--- config.mk ---
export PLATFORM = sky130hd
export DESIGN_NAME = dds_chirp_gen
export DESIGN_NICKNAME = d
export VERILOG_FILES = /design/src/rtl/dds_chirp_pkg.sv /design/src/rtl/dds_sin_lut.sv /design/src/rtl/dds_chirp_gen.sv
export SDC_FILE = /design/constraint.sdc
export NUM_CORES = 1
export LEC_CHECK = 0
export CAP_MARGIN = 20
export CORE_ASPECT_RATIO = 1.25
export CORE_UTILIZATION = 31
export CTS_CLUSTER_DIAMETER = 120
export DETAILED_ROUTE_END_ITERATION = 8
export SETUP_SLACK_MARGIN = 0.4
export SLEW_MARGIN = 20
export SYNTH_ARGS = -nofsm -noshare
export SYNTH_HDL_FRONTEND = slang
export SYNTH_SLANG_ARGS = --single-unit
--- constraint.sdc ---
create_clock -name clk -period 5.7 [get_ports clk]
set_input_delay 0.57 -clock clk [delete_from_list [all_inputs] [get_ports clk]]
set_output_delay 0.57 -clock clk [all_outputs]
set_load 0.01 [all_outputs]
--- src/rtl/dds_chirp_pkg.sv ---
// +----------------------------------------------------------------------+
// | dds_chirp_pkg: shared encodings and helpers for the chirp DDS        |
// | Rev 1.0 - initial release                                            |
// +----------------------------------------------------------------------+
`default_nettype none

package dds_chirp_pkg;

  localparam logic [1:0] MODE_UP   = 2'b00;
  localparam logic [1:0] MODE_DOWN = 2'b01;
  localparam logic [1:0] MODE_TRI  = 2'b10;
  localparam logic [1:0] MODE_CW   = 2'b11;

  typedef enum logic [1:0] {
    IDLE = 2'd0,
    RUN  = 2'd1,
    DONE = 2'd2
  } state_t;

  localparam int PIPE_LAT = 3;

  function automatic int mid_scale(input int dac_bits);
    return 1 << (dac_bits - 1);
  endfunction

endpackage

`default_nettype wire

--- src/rtl/dds_sin_lut.sv ---
// +----------------------------------------------------------------------+
// | dds_sin_lut: quarter-wave sine magnitude ROM with one registered read|
// | Rev 1.0 - initial release                                            |
// +----------------------------------------------------------------------+
`default_nettype none

module dds_sin_lut #(
  parameter int ADDR_BITS = 8,
  parameter int MAG_BITS  = 11
) (
  input  logic                 clk,
  input  logic                 rst,
  input  logic [ADDR_BITS-1:0] i_addr,
  output logic [MAG_BITS-1:0]  o_mag
);

  localparam int c_depth = 1 << ADDR_BITS;

  // round((2^MAG_BITS-1) * sin(idx*pi/(2*depth))), Taylor series in Q30
  function automatic logic [MAG_BITS-1:0] sin_mag(input int idx);
    longint x;
    longint x2;
    longint term;
    longint sum;
    longint den;
    x    = (longint'(idx) * 64'sd1686629713) >>> ADDR_BITS;
    x2   = (x * x) >>> 30;
    term = x;
    sum  = x;
    for (longint k = 1; k <= 7; k++) begin
      den  = (k + k) * (k + k + 64'sd1);
      term = -(((term * x2) >>> 30) / den);
      sum  = sum + term;
    end
    return MAG_BITS'((sum * ((64'sd1 <<< MAG_BITS) - 64'sd1) + (64'sd1 <<< 29)) >>> 30);
  endfunction

  logic [MAG_BITS-1:0] w_rom [c_depth];

  for (genvar gi = 0; gi < c_depth; gi++) begin : g_rom
    localparam logic [MAG_BITS-1:0] c_val = sin_mag(gi);
    assign w_rom[gi] = c_val;
  end

  logic [MAG_BITS-1:0] r_mag;

  always_ff @(posedge clk or negedge rst) begin
    if (!rst) r_mag <= '0;
    else      r_mag <= w_rom[i_addr];
  end

  assign o_mag = r_mag;

endmodule

`default_nettype wire

--- src/rtl/dds_chirp_gen.sv ---
// +----------------------------------------------------------------------+
// | dds_chirp_gen: programmable linear-FM DDS with sweep control and     |
// | valid-qualified offset-binary DAC stream. Optional phase dither is   |
// | enabled by defining DDS_CHIRP_DITHER_EN.                              |
// | Rev 1.0 - initial release                                            |
// +----------------------------------------------------------------------+
`default_nettype none

module dds_chirp_gen
  import dds_chirp_pkg::*;
#(
  parameter int DAC_BITS   = 12,
  parameter int PHASE_BITS = 32,
  parameter int FRAC_BITS  = 32,
  parameter int LUT_BITS   = 10,
  parameter int CNT_BITS   = 16
) (
  input  logic                          clk,
  input  logic                          rst,
  input  logic                          start,
  input  logic                          abort,
  input  logic [1:0]                    mode,
  input  logic [PHASE_BITS-1:0]         f_start,
  input  logic [PHASE_BITS+FRAC_BITS-1:0] f_step,
  input  logic [CNT_BITS-1:0]           sweep_len,
  input  logic [CNT_BITS-1:0]           n_sweeps,
  output logic                          busy,
  output logic                          done,
  output logic                          sweep_sync,
  output logic                          dac_valid,
  output logic [DAC_BITS-1:0]           dac_data
);

  localparam int c_acc_bits  = PHASE_BITS + FRAC_BITS;
  localparam int c_addr_bits = LUT_BITS - 2;
  localparam int c_mag_bits  = DAC_BITS - 1;
  localparam logic [DAC_BITS-1:0]   c_mid  = DAC_BITS'(mid_scale(DAC_BITS));
  localparam logic [c_mag_bits-1:0] c_full = '1;

  state_t r_state, w_state_nxt;

  logic [1:0]            r_mode;
  logic [PHASE_BITS-1:0] r_f_start;
  logic [c_acc_bits-1:0] r_f_step;
  logic [CNT_BITS-1:0]   r_len_last, r_n_sweeps, r_len_cnt, r_sweep_cnt;
  logic                  r_dir_down;
  logic [PHASE_BITS-1:0] r_phase;
  logic [c_acc_bits-1:0] r_freq;

  logic w_accept, w_run, w_ramp_end, w_last;

  assign w_run      = (r_state == RUN);
  assign w_accept   = (r_state == IDLE) && start && !abort;
  assign w_ramp_end = (r_len_cnt == r_len_last);
  assign w_last     = w_ramp_end && (r_n_sweeps != '0) &&
                      ((r_sweep_cnt + CNT_BITS'(1)) == r_n_sweeps);

  always_ff @(posedge clk or negedge rst) begin
    if (!rst) r_state <= IDLE;
    else      r_state <= w_state_nxt;
  end

  always_comb begin
    w_state_nxt = r_state;
    busy        = (r_state != IDLE);
    done        = (r_state == DONE);
    case (r_state)
      IDLE:    if (start) w_state_nxt = RUN;
      RUN:     if (w_last) w_state_nxt = DONE;
      DONE:    w_state_nxt = IDLE;
      default: w_state_nxt = IDLE;
    endcase
    if (abort) w_state_nxt = IDLE;
  end

  always_ff @(posedge clk or negedge rst) begin
    if (!rst) begin
      r_mode      <= MODE_UP;
      r_f_start   <= '0;
      r_f_step    <= '0;
      r_len_last  <= '0;
      r_n_sweeps  <= '0;
      r_len_cnt   <= '0;
      r_sweep_cnt <= '0;
      r_dir_down  <= 1'b0;
      r_phase     <= '0;
      r_freq      <= '0;
    end else if (w_accept) begin
      r_mode      <= mode;
      r_f_start   <= f_start;
      r_f_step    <= f_step;
      r_len_last  <= (sweep_len == '0) ? '0 : sweep_len - CNT_BITS'(1);
      r_n_sweeps  <= n_sweeps;
      r_len_cnt   <= '0;
      r_sweep_cnt <= '0;
      r_dir_down  <= (mode == MODE_DOWN);
      r_phase     <= '0;
      r_freq      <= {f_start, {FRAC_BITS{1'b0}}};
    end else if (w_run) begin
      r_phase <= r_phase + r_freq[c_acc_bits-1 -: PHASE_BITS];
      if (r_mode != MODE_CW) begin
        // UP/DOWN restart from f_start; TRIANGLE keeps ramping and only turns around
        if (w_ramp_end && (r_mode != MODE_TRI))
          r_freq <= {r_f_start, {FRAC_BITS{1'b0}}};
        else if (r_dir_down)
          r_freq <= r_freq - r_f_step;
        else
          r_freq <= r_freq + r_f_step;
      end
      if (w_ramp_end) begin
        r_len_cnt   <= '0;
        r_sweep_cnt <= r_sweep_cnt + CNT_BITS'(1);
        if (r_mode == MODE_TRI) r_dir_down <= ~r_dir_down;
      end else begin
        r_len_cnt <= r_len_cnt + CNT_BITS'(1);
      end
    end
  end

  logic [PHASE_BITS-1:0] w_dither;

`ifdef DDS_CHIRP_DITHER_EN
  logic [15:0] r_lfsr;

  always_ff @(posedge clk or negedge rst) begin
    if (!rst)          r_lfsr <= 16'hACE1;
    else if (w_accept) r_lfsr <= 16'hACE1;
    else if (w_run)    r_lfsr <= {1'b0, r_lfsr[15:1]} ^ (r_lfsr[0] ? 16'hB400 : 16'h0000);
  end

  // LFSR MSB lands just below the LUT address LSB
  assign w_dither = PHASE_BITS'({r_lfsr, {PHASE_BITS{1'b0}}} >> (LUT_BITS + 16));
`else
  assign w_dither = '0;
`endif

  logic [PHASE_BITS-1:0]  w_phase_dith;
  logic [LUT_BITS-1:0]    w_top;
  logic [c_addr_bits-1:0] w_off, w_addr;
  logic                   w_mirror, w_sign, w_peak;

  assign w_phase_dith = r_phase + w_dither;
  assign w_top        = LUT_BITS'(w_phase_dith >> (PHASE_BITS - LUT_BITS));
  assign w_off        = w_top[c_addr_bits-1:0];
  assign w_mirror     = w_top[c_addr_bits];
  assign w_sign       = w_top[c_addr_bits+1];
  assign w_addr       = w_mirror ? (c_addr_bits'(0) - w_off) : w_off;
  // the mirrored quadrant start points at sin(pi/2), one past the table end
  assign w_peak       = w_mirror && (w_off == '0);

  logic [c_addr_bits-1:0] r_addr;
  logic                   r_sign2, r_peak2, r_sign3, r_peak3;
  logic [PIPE_LAT-2:0]    r_v_pipe, r_sync_pipe;

  always_ff @(posedge clk or negedge rst) begin
    if (!rst) begin
      r_addr      <= '0;
      r_sign2     <= 1'b0;
      r_peak2     <= 1'b0;
      r_sign3     <= 1'b0;
      r_peak3     <= 1'b0;
      r_v_pipe    <= '0;
      r_sync_pipe <= '0;
    end else begin
      r_addr  <= w_addr;
      r_sign2 <= w_sign;
      r_peak2 <= w_peak;
      r_sign3 <= r_sign2;
      r_peak3 <= r_peak2;
      if (abort) begin
        r_v_pipe    <= '0;
        r_sync_pipe <= '0;
      end else begin
        r_v_pipe    <= {r_v_pipe[PIPE_LAT-3:0], w_run};
        r_sync_pipe <= {r_sync_pipe[PIPE_LAT-3:0], w_run && (r_len_cnt == '0)};
      end
    end
  end

  logic [c_mag_bits-1:0] w_lut_mag, w_mag;

  dds_sin_lut #(
    .ADDR_BITS (c_addr_bits),
    .MAG_BITS  (c_mag_bits)
  ) u_lut (
    .clk    (clk),
    .rst    (rst),
    .i_addr (r_addr),
    .o_mag  (w_lut_mag)
  );

  assign w_mag      = r_peak3 ? c_full : w_lut_mag;
  assign dac_valid  = r_v_pipe[PIPE_LAT-2];
  assign sweep_sync = r_sync_pipe[PIPE_LAT-2];
  assign dac_data   = !dac_valid ? c_mid :
                      r_sign3    ? (c_mid - {1'b0, w_mag}) : (c_mid + {1'b0, w_mag});

endmodule

`default_nettype wire

; ---- Word-level counts from Yosys, hierarchy flattened
; Memory sizes are Yosys's and may differ from the RTL's. A register that Yosys moved wholly into a read port is not among the register bits.
; Cells that the tools add are included.
[totals]
input_bits = 134
elab_cells = 91
memories = 1
output_inout_bits = 16
rom_bits = 2816
reg_bits = 277
[op_classes]
eq_ne = 10
reduce_logical = 23
add_sub_neg = 9
bitwise = 2
mux = 28
[memory_table]
columns = name, depth, word_bits, read_ports, rd_clocked_by_memory_dff, write_ports, line_no
row1 = (no name shown), 256, 11, 1, 1, 0, dds_sin_lut.sv:49  ; else r_mag <= w_rom[i_addr];
[op_table]
columns = op, count
row1 = $mux 64, 5
row2 = $mux 16, 7
row3 = $add 64x64->64, 1
row4 = $mux 32, 2
row5 = $sub 64x64->64, 1
row6 = $add 16x1->16 const B, 2
row7 = $add 32x32->32, 1
row8 = $eq 16x16->1, 2
row9 = $logic_not 16->1, 2
row10 = $mux 12, 2
row11 = $reduce_bool 16->1, 1
row12 = $sub 16x1->16 const B, 1
row13 = $add 12x11->12 const A, 1
row14 = $sub 12x11->12 const A, 1
row15 = $mux 11, 1
row16 = $mux 2, 5
row17 = $reduce_bool 2->1, 5
row18 = $not 8->9, 1
row19 = $logic_not 8->1, 1
row20 = $mux 8, 1
row21 = $sub 1x8->8 const A, 1
row22 = $logic_and 1x1->1, 7
row23 = $reduce_and 2->1, 3
row24 = $eq 2x1->1 const B, 2
row25 = other kinds (10), 16

; ---- Longest topological paths before layout
[logic_depth]
depth_word = 6
depth_mapped = 22
ltp_nobuf = 20

; ---- Hierarchy
; From an unflattened synthesis, not the netlist that was laid out.
[hier_totals]
cells_unflattened = 2723
hier_area_um2 = 21789.6
[modules_own_cells]
columns = module, instances, seq_area_each_um2, cells_each, area_per_inst_um2
row1 = dds_chirp_gen, 1, 6931.6, 2291, 18820.6
row2 = dds_sin_lut, 1, 275.3, 432, 2969.1

; ---- Worst setup path after synthesis
; No wires, ideal clock.
[synth_path]
path_kind = reg-to-reg
startpoint = register r_f_step[13]
endpoint = register r_freq[61]
path_buffers = 2
stages_incl_launch_ff = 22
setup_time_ns = 0.138
arrival_ns = 4.169
path_slack_ns = 1.392
required_time_ns = 5.562
synth_period_minus_slack_ns = 4.308
path_cell_list = dfrtp_1 > or3_1 > nor3_2 > nand2_1 > nor4_2 > and3_1 > buf_2 > nand2_1 > nor2_1 > a21oi_1 > xnor2_1 > ha_1 > clkbuf_1 > a21oi_1 > o21ai_0 > a21o_1 > a31oi_1 > o22ai_1 > or3_1 > a41oi_1 > xor2_1 > o21ai_0
[synth_via]
elab_chain_cells = 6
word_cells_on_any_way = 7
cone_classes = add/sub: 2 / mux: 5
[synth_lines]
columns = element, line_no
row1 = from (decl), dds_chirp_gen.sv:44  ; logic [c_acc_bits-1:0] r_f_step;
row2 = from (signal assigned), dds_chirp_gen.sv:91  ; r_f_step <= f_step;
row3 = $add 64x64->64 / $sub 64x64->64 (equally long branches), "dds_chirp_gen.sv:108, dds_chirp_gen.sv:106"
row4 = $mux 64 (*), dds_chirp_gen.sv:105  ; else if (r_dir_down)
row5 = $mux 64 (*), dds_chirp_gen.sv:103  ; if (w_ramp_end && (r_mode != MODE_TRI))
row6 = $mux 64 (*), dds_chirp_gen.sv:101  ; if (r_mode != MODE_CW) begin
row7 = $mux 64 (*), dds_chirp_gen.sv:99  ; end else if (w_run) begin
row8 = $mux 64 (*), dds_chirp_gen.sv:88  ; end else if (w_accept) begin
row9 = to (signal assigned), dds_chirp_gen.sv:98  ; r_freq <= {f_start, {FRAC_BITS{1'b0}}};
row10 = to (signal assigned), dds_chirp_gen.sv:104  ; r_freq <= {r_f_start, {FRAC_BITS{1'b0}}};
row11 = to (signal assigned), dds_chirp_gen.sv:106  ; r_freq <= r_freq - r_f_step;
row12 = to (decl), dds_chirp_gen.sv:48  ; logic [c_acc_bits-1:0] r_freq;
; Mark *: on every way between the ends. The rest lies on a longest branch, timed or not. The select of a mux whose other input is x is not followed.
; A chain may end at the register's enable or synchronous reset.

; ---- Worst setup path in the final report
[layout_path]
startpoint = register r_f_step[13]
endpoint = register r_freq[56]
; Same word-level chain as after synthesis.

==> results_tabular.tex <==
\begin{tabular}{lr}
\hline
Metric & Value \\
\hline
\multicolumn{2}{l}{\textbf{Placement}} \\
Count of input and output buffers & between 100 and 150 \\
Routability-driven placement congestion ratio & 0.924 \\
Final HPWL from detailed placement & between 40,000 and 50,000 um \\
Post-place setup slack & 0.764 ns \\
\multicolumn{2}{l}{\textbf{Outcome}} \\
Result of the run & completed \\
\multicolumn{2}{l}{\textbf{Clocking}} \\
Worst-Skew Late Latency & 0.56 ns \\
CTS tree & done \\
Clock input transition at the sequential cells of the worst setup and hold paths & 0.06 ns \\
Post-CTS Setup Repair Bufs & 0 \\
Root buffer cell & sky130\_fd\_sc\_hd\_\_clkbuf\_16 \\
H-tree depth & 2 \\
Number of CTS-inserted buffers & 36 \\
Number of sinks driven by the clock tree & around 290 \\
Number of buffers between clock root and the deepest sink & 3 \\
\multicolumn{2}{l}{\textbf{Routing}} \\
Total number of vias & 19,500 \\
Drt wl/cell & roughly 18 um \\
Post-route DRC violation count & 0 \\
Total iterations of the first detailed-routing run & 5 \\
Count of routing violations after the opening detailed-route iteration & 1,408 \\
Number of vias per cell after detailed routing & 5.35 \\
Final wirelength & 64,200 um \\
Routed Antenna Nets & 0 \\
\multicolumn{2}{l}{\textbf{Hold path}} \\
Path type of the worst min-delay path & register to register \\
Worst hold path startpoint & r\_phase[31]\$\_DFFE\_PN0P\_ \\
\multicolumn{2}{l}{\textbf{Power and ir drop}} \\
Peak supply drop & 0.000243 V \\
Proportion of power drawn by combinational gates & a little under three fifths \\
Sequential group share of total power & 24.6\% \\
Static Leak & approximately 11 nW \\
Cell area power density & 545 nW/um\^{}2 \\
Fraction of power spent switching nets & 46.3\% \\
Total chip power & 13.6 mW \\
Internal power of the cells & roughly 7.3 mW \\
Share of power burned in the clock network & 18.0\% \\
Switching power total & 6.29 mW \\
\multicolumn{2}{l}{\textbf{Setup path}} \\
Reg-to-reg critical path startpoint & r\_f\_step[13]\$\_DFFE\_PN0P\_ \\
Kind of end point of the critical path & register \\
Worst endpoint data arrival time & 5.32 ns \\
Crit path required time & 6.10 ns \\
Setup slack on the worst flop-to-flop path & between 0.7 and 0.8 ns \\
Critical path startpoint category & register \\
Max Fanout on Critical Path & 8 \\
Critical Path Start & r\_f\_step[13]\$\_DFFE\_PN0P\_ \\
WS Path Type & register to register \\
\multicolumn{2}{l}{\textbf{Yosys}} \\
Post-Syn Area & 21,400 um\^{}2 \\
Number of standard cells after synthesis & between 2,000 and 3,000 \\
Cell type with the highest aggregate area in the netlist & sky130\_fd\_sc\_hd\_\_dfrtp\_1 \\
Mean instance size in the synthesized netlist & 7.94 um\^{}2 \\
Fraction of registers with async set/reset & 100\% \\
Unique masters post-synth & 88 \\
Number of enable flip-flop cells after synthesis & 0 \\
Fraction of the yosys area taken by sequential cells & 33.7\% \\
Prevailing post-synth register cell & sky130\_fd\_sc\_hd\_\_dfrtp\_1 \\
Total of warnings raised by yosys & 0 \\
Top post-synthesis cells by area & sky130\_fd\_sc\_hd\_\_dfrtp\_1 34\%, sky130\_fd\_sc\_hd\_\_nand2\_1 9.8\%, sky130\_fd\_sc\_hd\_\_ha\_1 7.1\% \\
Net count after synthesis & approximately 3,000 \\
Number of synthesized register bits & 288 \\
Area share of the largest cell type after synthesis & between 30\% and 40\% \\
\multicolumn{2}{l}{\textbf{Timing}} \\
Minimum hold slack & 0.407 ns \\
Top achievable clock speed & roughly 200 MHz \\
Setup slack after layout & 0.777 ns \\
Hold Violations, Final & 0 \\
Fin crit period & 4.92 ns \\
Setup TNS & 0 ns \\
Least-Margin Pin Slew & 1.07 ns \\
Worst Skew & 0.0254 ns \\
Post-route fraction of the period consumed by the critical path & 86.4\% \\
Worst max-slew margin expressed relative to the limit & between 20 and 30\% \\
Total of endpoints with negative setup slack in the final report & 0 \\
RSZ-0062 raised after global routing & no \\
Number of pins with negative max-slew slack in the final report & 0 \\
\multicolumn{2}{l}{\textbf{Floorplan}} \\
Full die area & 70,000 um\^{}2 \\
Die extent in y & 296 um \\
Standard-cell row count & 107 \\
Die extent in x & 237 um \\
Number of primary I/O pins & 150 \\
Effective utilization at floorplan & 31.4\% \\
Std-Cell Core Area & 68,100 um\^{}2 \\
\multicolumn{2}{l}{\textbf{Layout}} \\
Fraction of layout instances using a drive strength above 1 & 5.50\% \\
Post-synthesis to final-layout area growth & 16.6\% \\
Filler Cells Inserted & 6,977 \\
Most frequent cells in the layout & 558 x sky130\_fd\_sc\_hd\_\_nand2\_1, 284 x sky130\_fd\_sc\_hd\_\_dfrtp\_1, 238 x sky130\_fd\_sc\_hd\_\_o21ai\_0, 193 x sky130\_fd\_sc\_hd\_\_a21oi\_1, 190 x sky130\_fd\_sc\_hd\_\_nor2\_1 \\
Fin nets & $\sim$3,000 \\
Final Util & 36.5\% \\
Leading cell type in the layout, fill and taps excluded & sky130\_fd\_sc\_hd\_\_nand2\_1 \\
\multicolumn{2}{l}{\textbf{Global route}} \\
Wire length of the first global-routing pass & 104,000 um \\
Remaining global-route overflow & 0 \\
Vias in the first global route & about 19,000 \\
Aggregate global-route resource usage & 18.3\% \\
Largest net degree at the start of global routing & roughly 170 \\
Number of antenna violations at the first check in global routing & 0 \\
\multicolumn{2}{l}{\textbf{Flow run}} \\
Count of max-cap constraint violations & 0 \\
\hline
\end{tabular}
-- cell usage after synthesis, types with 35 or more instances --
master,n
sky130_fd_sc_hd__nand2_1,559
sky130_fd_sc_hd__dfrtp_1,288
sky130_fd_sc_hd__o21ai_0,239
sky130_fd_sc_hd__a21oi_1,193
sky130_fd_sc_hd__nor2_1,192
sky130_fd_sc_hd__xnor2_1,141
sky130_fd_sc_hd__clkbuf_1,125
sky130_fd_sc_hd__ha_1,121
sky130_fd_sc_hd__xor2_1,82
sky130_fd_sc_hd__nor3_1,69
sky130_fd_sc_hd__inv_1,63
sky130_fd_sc_hd__nand3_1,59
sky130_fd_sc_hd__nand4_1,35
-- per-layer routing --
layer	GRT usage (%)	routed length, um	up-vias
met4	7.52	2450	0
met3	2.24	2880	141
li1	-	-	9667
met1	22.8	27700	9222
met5	0	0	-
met2	31.9	31100	515
-- metrics by stage --
stage / cell area, um^2 / cells
6_report: 24900 / 3653
4_1_cts: 24900 / 3652
2_1_floorplan: 21400 / 2691
5_1_grt: 24900 / 3652
3_5_place_dp: 23600 / 3587
3_3_place_gp: 23600 / 3587
-- what timing repair did --
item / CTS / global route
resized for setup: 0 / 3
endpoints found under the hold margin: 6 / 0
endpoints found under the setup margin: 0 / 5
hold buffers: 1 / 0
-- state kept, by name, indices dropped and copies added (netlist names) --
| register | cells |
|---|---|
| r_sweep_cnt | 16 |
| r_f_step | 64 |
| u_lut.o_mag | 11 |
| r_sync_pipe | 2 |
| r_mode | 2 |
| r_f_start | 32 |
| r_addr | 8 |
| r_dir_down | 1 |
| r_v_pipe | 2 |
| r_n_sweeps | 16 |
| r_phase | 32 |
| r_len_cnt | 16 |
| r_freq | 64 |
| r_peak2 | 1 |
| r_sign3 | 1 |
| r_len_last | 16 |
| r_state | 2 |
| r_peak3 | 1 |
| r_sign2 | 1 |
-- critical path, stage by stage (launching register included) --
cell                      delay (ns)
sky130_fd_sc_hd__dfrtp_1        0.42
sky130_fd_sc_hd__or3_1          0.42
sky130_fd_sc_hd__nor3_2         0.25
sky130_fd_sc_hd__nand2_1        0.14
sky130_fd_sc_hd__nor4_2         0.29
sky130_fd_sc_hd__and3_1         0.30
sky130_fd_sc_hd__nand2_1        0.24
sky130_fd_sc_hd__nor2_1         0.20
sky130_fd_sc_hd__a21oi_1        0.10
sky130_fd_sc_hd__xnor2_1        0.17
sky130_fd_sc_hd__ha_1           0.44
sky130_fd_sc_hd__and4_1         0.29
sky130_fd_sc_hd__nand2_1        0.11
sky130_fd_sc_hd__or3_1          0.32
sky130_fd_sc_hd__o32ai_1        0.15
sky130_fd_sc_hd__nor2b_1        0.17
sky130_fd_sc_hd__o21ai_0        0.10
sky130_fd_sc_hd__nand3_1        0.26
sky130_fd_sc_hd__a21oi_1        0.13
sky130_fd_sc_hd__xnor2_1        0.16
sky130_fd_sc_hd__o21ai_0        0.09
-- kinds of logic after synthesis --
group | count (synthesis) | share of synthesized area (%)
simple gates | 1091 | 22.9
compound gates | 722 | 21.1
flops | 288 | 33.7
xor+xnor | 224 | 9.22
buf+inv | 216 | 3.85
fa+ha+maj | 123 | 7.27
mux | 27 | 1.84
-- final cells by class --
class | instances | area [um^2] | share of cell area [%]
repair buffers | 176 | 1730 | 6.93
clock buffers | 49 | 1080 | 4.35
inverters | 65 | 244 | 0.980
flip-flops and latches | 288 | 7210 | 29.0
well taps | 872 | 1090 | 4.38
multi-input cells | 2187 | 13400 | 53.7
clock inverters | 15 | 175 | 0.703
diodes | 1 | 2.50 | 0.0100
-- final timing paths --
kind / to / cells after the start
max: r_freq[56]$_DFFE_PN0P_ / 20
min: r_sign2$_DFF_PN0_ / 0
max reg2reg: r_freq[56]$_DFFE_PN0P_ / 20
min reg2reg: r_sign2$_DFF_PN0_ / 0
max in group asynchronous: r_addr[3]$_DFF_PN0_ / 3
min in group asynchronous: r_n_sweeps[13]$_DFFE_PN0P_ / 2
-- power by group through the flow --
| stage | logic [mW] | registers [mW] | clock network (mW) |
|---|---|---|---|
| 2_1_floorplan | 6.04 | 3.02 | 0 |
| 3_3_place_gp | 7.68 | 3.36 | 0 |
| 3_5_place_dp | 7.69 | 3.37 | 0 |
| 4_1_cts | 7.73 | 3.34 | 2.51 |
| 5_1_grt | 8.67 | 3.43 | 2.58 |
| 6_report | 7.79 | 3.35 | 2.44 |
Power figures use the tool's default switching activity.
